$ cat config.mk
export PLATFORM = sky130hd
export DESIGN_NAME = mem_ctrl_nport
export DESIGN_NICKNAME = d
export VERILOG_FILES = /design/src/rtl/mem_ctrl_nport_pkg.sv /design/src/rtl/mem_ctrl_nport_rr_arbiter.sv /design/src/rtl/mem_ctrl_nport.sv
export SDC_FILE = /design/constraint.sdc
export NUM_CORES = 2
export LEC_CHECK = 0
export BUFFER_PORTS_ARGS = -buffer_cell sky130_fd_sc_hd__buf_2
export CAP_MARGIN = 30
export CELL_PAD_IN_SITES_DETAIL_PLACEMENT = 0
export CELL_PAD_IN_SITES_GLOBAL_PLACEMENT = 1
export CORE_AREA = 2 2 307 309
export CTS_BUF_LIST = sky130_fd_sc_hd__clkbuf_8
export DETAILED_ROUTE_END_ITERATION = 10
export DIE_AREA = 0 0 309 311
export GPL_TIMING_DRIVEN = 0
export PLACE_DENSITY = 0.65
export SKIP_LAST_GASP = 1
export SYNTH_ARGS = -nofsm -noshare
export SYNTH_HDL_FRONTEND = slang
export SYNTH_SLANG_ARGS = --single-unit
$ cat constraint.sdc
create_clock -name clk -period 6.43 [get_ports clk]
set_input_delay 0.3215 -clock clk [delete_from_list [all_inputs] [get_ports clk]]
set_output_delay 0.3215 -clock clk [all_outputs]
set_load 0.05 [all_outputs]
$ cat src/rtl/mem_ctrl_nport_pkg.sv
// Shared constants, FSM encoding and sizing helpers
// for the N-channel byte-serial memory controller.
package mem_ctrl_nport_pkg;

  localparam logic [1:0] IO_BASE_HI = 2'b11;

  typedef enum logic [1:0] {
    ST_IDLE = 2'd0,
    ST_RUN  = 2'd1,
    ST_DONE = 2'd2
  } state_t;

  function automatic int len_w(input int max_bytes);
    return $clog2(max_bytes + 1);
  endfunction

  function automatic int idx_w(input int n);
    return (n > 1) ? $clog2(n) : 1;
  endfunction

endpackage

$ cat src/rtl/mem_ctrl_nport_rr_arbiter.sv
// Combinational round-robin arbiter: first requester
// at or after ptr, wrapping modulo N.
module mem_ctrl_nport_rr_arbiter
  import mem_ctrl_nport_pkg::*;
#(
  parameter int N  = 3,
  parameter int IW = idx_w(N)
) (
  input  logic [N-1:0]  req,
  input  logic [IW-1:0] ptr,
  output logic [N-1:0]  grant,
  output logic [IW-1:0] idx,
  output logic          any
);

  always_comb begin : arb
    int c;
    c = 0;
    grant = '0;
    idx = '0;
    any = 1'b0;
    for (int off = 0; off < N; off++) begin
      c = (int'(ptr) + off) % N;
      if (!any && req[c]) begin
        any = 1'b1;
        idx = IW'(c);
        grant[c] = 1'b1;
      end
    end
  end

endmodule

$ cat src/rtl/mem_ctrl_nport.sv
// N-channel byte-serial RAM/IO controller with
// round-robin arbitration, rollback and IO throttling.
module mem_ctrl_nport
  import mem_ctrl_nport_pkg::*;
#(
  parameter int NUM_CH    = 3,
  parameter int MAX_BYTES = 64,
  parameter int LEN_W     = len_w(MAX_BYTES),
  parameter logic [NUM_CH-1:0] RB_MASK = NUM_CH'(3'b011)
) (
  input  logic                    clk,
  input  logic                    rst,
  input  logic                    rdy,
  input  logic                    rollback,
  input  logic [7:0]              mem_din,
  output logic [7:0]              mem_dout,
  output logic [31:0]             mem_a,
  output logic                    mem_wr,
  input  logic                    io_buffer_full,
  input  logic [NUM_CH-1:0]       ch_req,
  input  logic [NUM_CH-1:0]       ch_wr,
  input  logic [NUM_CH*32-1:0]    ch_addr,
  input  logic [NUM_CH*LEN_W-1:0] ch_len,
  input  logic [NUM_CH*32-1:0]    ch_wdata,
  output logic [NUM_CH-1:0]       ch_done,
  output logic [MAX_BYTES*8-1:0]  rdata
);

  localparam int IW = idx_w(NUM_CH);
  localparam int RW = MAX_BYTES * 8;

  state_t state, state_nx;

  logic [IW-1:0]     rr_ptr;
  logic [NUM_CH-1:0] g_oh;
  logic [31:0]       addr_r;
  logic [31:0]       wdata_r;
  logic [31:0]       a_last;
  logic [LEN_W-1:0]  len_r;
  logic [LEN_W-1:0]  iss;
  logic [LEN_W-1:0]  rcv;
  logic              wr_r;
  logic              pend;
  logic              gap;
  logic              rdy_q;
  logic [RW-1:0]     rdata_r;

  logic [NUM_CH-1:0] req_eff;
  logic [NUM_CH-1:0] gnt;
  logic [IW-1:0]     gidx;
  logic              any;
  logic [LEN_W-1:0]  len_sel;
  logic [LEN_W-1:0]  iss_eff;

  logic resume;
  logic pend_eff;
  logic is_io;
  logic abort;
  logic rd_issue;
  logic rd_cap;
  logic rd_last;
  logic wr_fire;
  logic wr_last;
  logic gap_end;

  assign req_eff = ch_req & ~(rollback ? RB_MASK : '0);

  mem_ctrl_nport_rr_arbiter #(
    .N  (NUM_CH),
    .IW (IW)
  ) u_arb (
    .req   (req_eff),
    .ptr   (rr_ptr),
    .grant (gnt),
    .idx   (gidx),
    .any   (any)
  );

  assign len_sel = ch_len[gidx*LEN_W +: LEN_W];

  // After a pause the in-flight read byte was dropped,
  // so issue resumes from the first byte not yet received.
  assign resume   = rdy && !rdy_q;
  assign iss_eff  = (resume && !wr_r) ? rcv : iss;
  assign pend_eff = pend && !resume;

  assign is_io = (addr_r[17:16] == IO_BASE_HI);
  assign abort = rollback && !wr_r && |(RB_MASK & g_oh);

  assign rd_issue = (state == ST_RUN) && !wr_r
                    && (iss_eff < len_r);
  assign rd_cap   = (state == ST_RUN) && !wr_r && pend_eff;
  assign rd_last  = rd_cap && (rcv + 1'b1 == len_r);

  assign wr_fire = (state == ST_RUN) && wr_r && !gap
                   && !(is_io && io_buffer_full)
                   && (iss < len_r);
  assign wr_last = wr_fire && (iss + 1'b1 == len_r);
  assign gap_end = (state == ST_RUN) && wr_r && gap
                   && (iss == len_r);

  always_ff @(posedge clk) begin
    if (rst) state <= ST_IDLE;
    else     state <= state_nx;
  end

  always_comb begin
    state_nx = state;
    if (rdy) begin
      unique case (state)
        ST_IDLE: begin
          if (any)
            state_nx = (len_sel == '0) ? ST_DONE : ST_RUN;
        end
        ST_RUN: begin
          if (abort)
            state_nx = ST_IDLE;
          else if (rd_last || (wr_last && !is_io) || gap_end)
            state_nx = ST_DONE;
        end
        default: state_nx = ST_IDLE;
      endcase
    end
  end

  always_comb begin
    mem_wr  = 1'b0;
    mem_a   = a_last;
    ch_done = '0;
    if (!rst && rdy) begin
      mem_wr = wr_fire;
      if (wr_fire || rd_issue)
        mem_a = addr_r + 32'(iss_eff);
      if (state == ST_DONE && !abort)
        ch_done = g_oh;
    end
  end

  assign mem_dout = wdata_r[8*iss[1:0] +: 8];
  assign rdata    = rdata_r;

  always_ff @(posedge clk) begin
    if (rst) begin
      rr_ptr  <= '0;
      g_oh    <= '0;
      addr_r  <= '0;
      len_r   <= '0;
      wr_r    <= 1'b0;
      wdata_r <= '0;
      iss     <= '0;
      rcv     <= '0;
      pend    <= 1'b0;
      gap     <= 1'b0;
      rdy_q   <= 1'b1;
      a_last  <= '0;
      rdata_r <= '0;
    end else begin
      rdy_q <= rdy;
      if (rdy) begin
        a_last <= mem_a;
        if (state == ST_IDLE && any) begin
          g_oh    <= gnt;
          rr_ptr  <= (gidx == IW'(NUM_CH - 1)) ? '0
                     : gidx + 1'b1;
          addr_r  <= ch_addr[gidx*32 +: 32];
          len_r   <= len_sel;
          wr_r    <= ch_wr[gidx];
          wdata_r <= ch_wdata[gidx*32 +: 32];
          iss     <= '0;
          rcv     <= '0;
          pend    <= 1'b0;
          gap     <= 1'b0;
          rdata_r <= '0;
        end else if (state == ST_RUN) begin
          if (wr_r) begin
            if (wr_fire) begin
              iss <= iss + 1'b1;
              gap <= is_io;
            end else if (gap) begin
              gap <= 1'b0;
            end
          end else begin
            iss  <= rd_issue ? iss_eff + 1'b1 : iss_eff;
            pend <= rd_issue;
            if (rd_cap) begin
              rdata_r[8*rcv +: 8] <= mem_din;
              rcv <= rcv + 1'b1;
            end
          end
        end
      end
    end
  end

endmodule
==> impl_metrics.env <==
export IMPL_r2r_slack_ps=1900
export IMPL_power_density_nw_per_um2=277.4
export IMPL_hpwl_mm=107.0
export IMPL_path_clk_slew_ps=60
export IMPL_syn_area_um2=27160
export IMPL_start_util_pct=29.27
export IMPL_synthArstFlopShare_pct=0
export IMPL_place_congestion=0.8794
export IMPL_clk_path_buf_depth=3
export IMPL_cts_tree="built"
export IMPL_via_per_inst=5.194
export IMPL_die_h_um=311
export IMPL_finalSetupTns_ps=0
export IMPL_tightest_slew_ps=1100
export IMPL_drc=0
export IMPL_whs_ps=55.08
export IMPL_ant_nets=0
export IMPL_path_max_fanout=10
export IMPL_die_area_um2=96100
export IMPL_synth_nets=3562
export IMPL_num_io_pins=788
export IMPL_reg2reg_depth=14
export IMPL_synth_main_ff_cell="dfxtp_1"
export IMPL_grt_total_usage_pct=27.79
export IMPL_antenna_found_initial=7
export IMPL_fin_nets=4577
export IMPL_fin_skew_ps=52.39
export IMPL_fmax_mhz=171.6
export IMPL_worstSetupPathType="flip-flop to output pin"
export IMPL_ys_ff_latch=640
export IMPL_netlist_instances=3300
export IMPL_startpoint_type="flip-flop"
export IMPL_rsz0062_at_grt="false"
export IMPL_fin_crit_ps=5828
export IMPL_status="completed"
export IMPL_htreeDepth=3
export IMPL_route_vias_total=29400
export IMPL_postCtsSetupRepairBufs=0
export IMPL_synth_edf_count=0
export IMPL_required_ps=6110
export IMPL_startpoint="wr_r"
export IMPL_fp_row_count=112
export IMPL_tritoncts_num_buffers=112
export IMPL_routedWlPerCell_um=24.63
export IMPL_grt_overflow_total=0
export IMPL_clock_root_buffer="clkbuf_8"
export IMPL_power_leakage_nw=15.20
export IMPL_maxCapViolCount=0
export IMPL_core_area_um2=92770
export IMPL_met3WireLength_mm=10.71
export IMPL_drive_gt1_share_pct=24.26
export IMPL_syn2layout_area_growth_pct=33.27
export IMPL_peakVddDrop_mv=0.1345
export IMPL_final_util_pct=39.01
export IMPL_first_global_vias=27380
export IMPL_end_kind="output pin"
export IMPL_finalHoldViolCount=0
export IMPL_clk_latency_ps=760
export IMPL_wl_met2_mm=61.89
export IMPL_die_w_um=309
export IMPL_m1WireLength_mm=61.21
export IMPL_fin_cells=5661
export IMPL_synth_cell_types=69
export IMPL_cts_sinks=640
export IMPL_grt_max_degree=17
export IMPL_drtPass1Iterations=6
export IMPL_wl_mm=139.5
export IMPL_relSlewSlack_pct=26.64
export IMPL_r2r_start="wr_r"
export IMPL_port_buffers=785
export IMPL_arrival_ps=5510
export IMPL_finalCritPeriodShare_pct=90.63
export IMPL_grt_pass1_wl_mm=195.3
export IMPL_maxSlewViolCount=0
export IMPL_dpl_cell_count=5357
export IMPL_drt_iter0_drc=2591
export IMPL_avgSynthCellArea_um2=8.229
export IMPL_top_layer_used="met5"
export IMPL_hold_class="input pin to flip-flop"
export IMPL_r2r_end="a_last[31]"
export IMPL_cts_hold_buffers=96
export IMPL_endpoint="mem_a[21]"
export IMPL_ys_seq_area_share_pct=47.18
export IMPL_setup_viol=0
export IMPL_post_cts_resized=0
export IMPL_yosys_warnings=0
==> cells in the mapped netlist, types with 5 or more instances <==
| master | number | area, um2 |
|---|---|---|
| dfxtp_1 | 640 | 12810 |
| nor2_1 | 542 | 2034 |
| nand2_1 | 435 | 1633 |
| a21oi_1 | 292 | 1461 |
| a22oi_1 | 289 | 2170 |
| nand3_1 | 213 | 1066 |
| clkbuf_1 | 179 | 671.9 |
| mux2i_1 | 76 | 760.7 |
| o211ai_1 | 72 | 540.5 |
| nor3_1 | 66 | 330.3 |
| a31oi_1 | 57 | 356.6 |
| o21ai_0 | 41 | 205.2 |
| buf_2 | 40 | 200.2 |
| inv_1 | 39 | 146.4 |
| xnor2_1 | 33 | 289.0 |
| ha_1 | 29 | 362.9 |
| mux2_2 | 20 | 225.2 |
| and2_1 | 18 | 112.6 |
| and3_1 | 18 | 112.6 |
| nor2b_1 | 18 | 112.6 |
| xor2_1 | 18 | 157.7 |
| buf_1 | 16 | 60.06 |
| nand2b_1 | 14 | 87.58 |
| nor2_2 | 11 | 68.82 |
| nand4_1 | 10 | 62.56 |
| and2_0 | 9 | 56.30 |
| mux4_2 | 8 | 180.2 |
| a21o_1 | 7 | 52.55 |
| nor3b_1 | 7 | 52.55 |
| o21a_1 | 7 | 52.55 |
| nor4_1 | 6 | 37.54 |
| and4_1 | 5 | 43.79 |
| or3_1 | 5 | 31.28 |
==> worst max-delay path: stages, from the launching register on <==
cell,delay [ps]
dfxtp_1,290
buf_2,180
nor3b_2,560
mux2i_1,480
inv_1,180
ha_1,310
a21o_1,180
a21oi_1,260
o21ai_0,140
a31oi_1,740
nand4bb_1,220
clkbuf_1,350
nor2_1,100
xnor2_1,170
a21oi_1,260
buf_2,320
==> sequential cells by signal, summed over array words and instances, names as in the netlist <==
signal	count
addr_r	32
pend	1
rr_ptr	2
wdata_r	32
gap	1
iss	7
rdy_q	1
a_last	32
rcv	7
wr_r	1
g_oh	3
len_r	7
state	2
rdata	512
==> cells in the final DEF, fill, tap and decap left out, drive strengths merged, types with 11 or more instances in the layout <==
master	netlist	routed
inv	39	84
nand3	213	213
xor2	18	18
o211ai	72	72
a21oi	293	293
ha	29	29
dfxtp	640	640
xnor2	33	33
clkinv	0	11
and3	18	18
dlygate4sd3	0	96
nand2b	14	14
mux2	22	22
clkbuf	179	322
and2	27	27
buf	60	865
nor3	66	66
nand2	435	435
o21ai	42	42
nor2b	18	18
a31oi	57	57
nor2	553	553
a22oi	289	289
mux2i	76	76
==> final cells by class <==
| class | count | area [um2] |
|---|---|---|
| clock buffer | 143 | 1968 |
| tap | 1254 | 1569 |
| timing repair buffer | 901 | 5167 |
| antenna | 5 | 12.51 |
| sequential | 640 | 12810 |
| clock inverter | 58 | 302.8 |
| fill | 9953 | 56580 |
| buffer | 239 | 973.4 |
| inverter | 39 | 146.4 |
| multi-input combinational | 2382 | 13240 |
==> per-stage QoR <==
| step | setup slack (ps) | cell area [um2] | power (mW) |
|---|---|---|---|
| floorplan | 2038 | 27160 | 5.422 |
| global placement | 950.1 | 32660 | 6.176 |
| detailed placement | 1348 | 32920 | 6.193 |
| CTS | 530.4 | 36150 | 10.10 |
| global route | 134.3 | 36190 | 10.46 |
| finish | 602.3 | 36190 | 10.04 |
==> logic make-up (layout without fill, tap and decap cells) <==
group | Yosys count | after routing | share of synthesized area [%]
DFF | 640 | 640 | 47.18
muxes | 106 | 106 | 4.405
other | 0 | 5 | 0
and+or+nand+nor | 1398 | 1398 | 22.25
buffers and inverters | 278 | 1380 | 4.123
AOI/OAI and AO/OA | 797 | 797 | 18.99
xor gates and xnor gates | 51 | 51 | 1.645
adders and majority gates | 30 | 30 | 1.410
==> how the worst min path moves through the flow <==
stage,from,to,slack [ps],cells after the start
3_3_place_gp,wdata_r[24],wdata_r[24],440,2
2_1_floorplan,rdy,rdy_q,430,1
3_5_place_dp,wdata_r[24],wdata_r[24],440,2
5_1_grt,ch_wdata[14],wdata_r[14],40,5
6_report,ch_wdata[73],wdata_r[9],60,5
4_1_cts,ch_wdata[85],wdata_r[21],0.9,5
==> routing by layer <==
metal | vias up | global-route usage (%)
met5 | - | 0
met4 | 4 | 11.00
met3 | 247 | 7.417
met2 | 1127 | 42.77
met1 | 14350 | 36.78
li1 | 13680 | -
==> power by group <==
group	leakage, nW	internal [mW]	switching [mW]
clock	1.33	2.03	1.80
combinational	8.70	0.603	1.44
sequential	5.16	4.08	0.0926
total	15.2	6.71	3.33
Note: power is estimated with default switching activity, not from simulation.
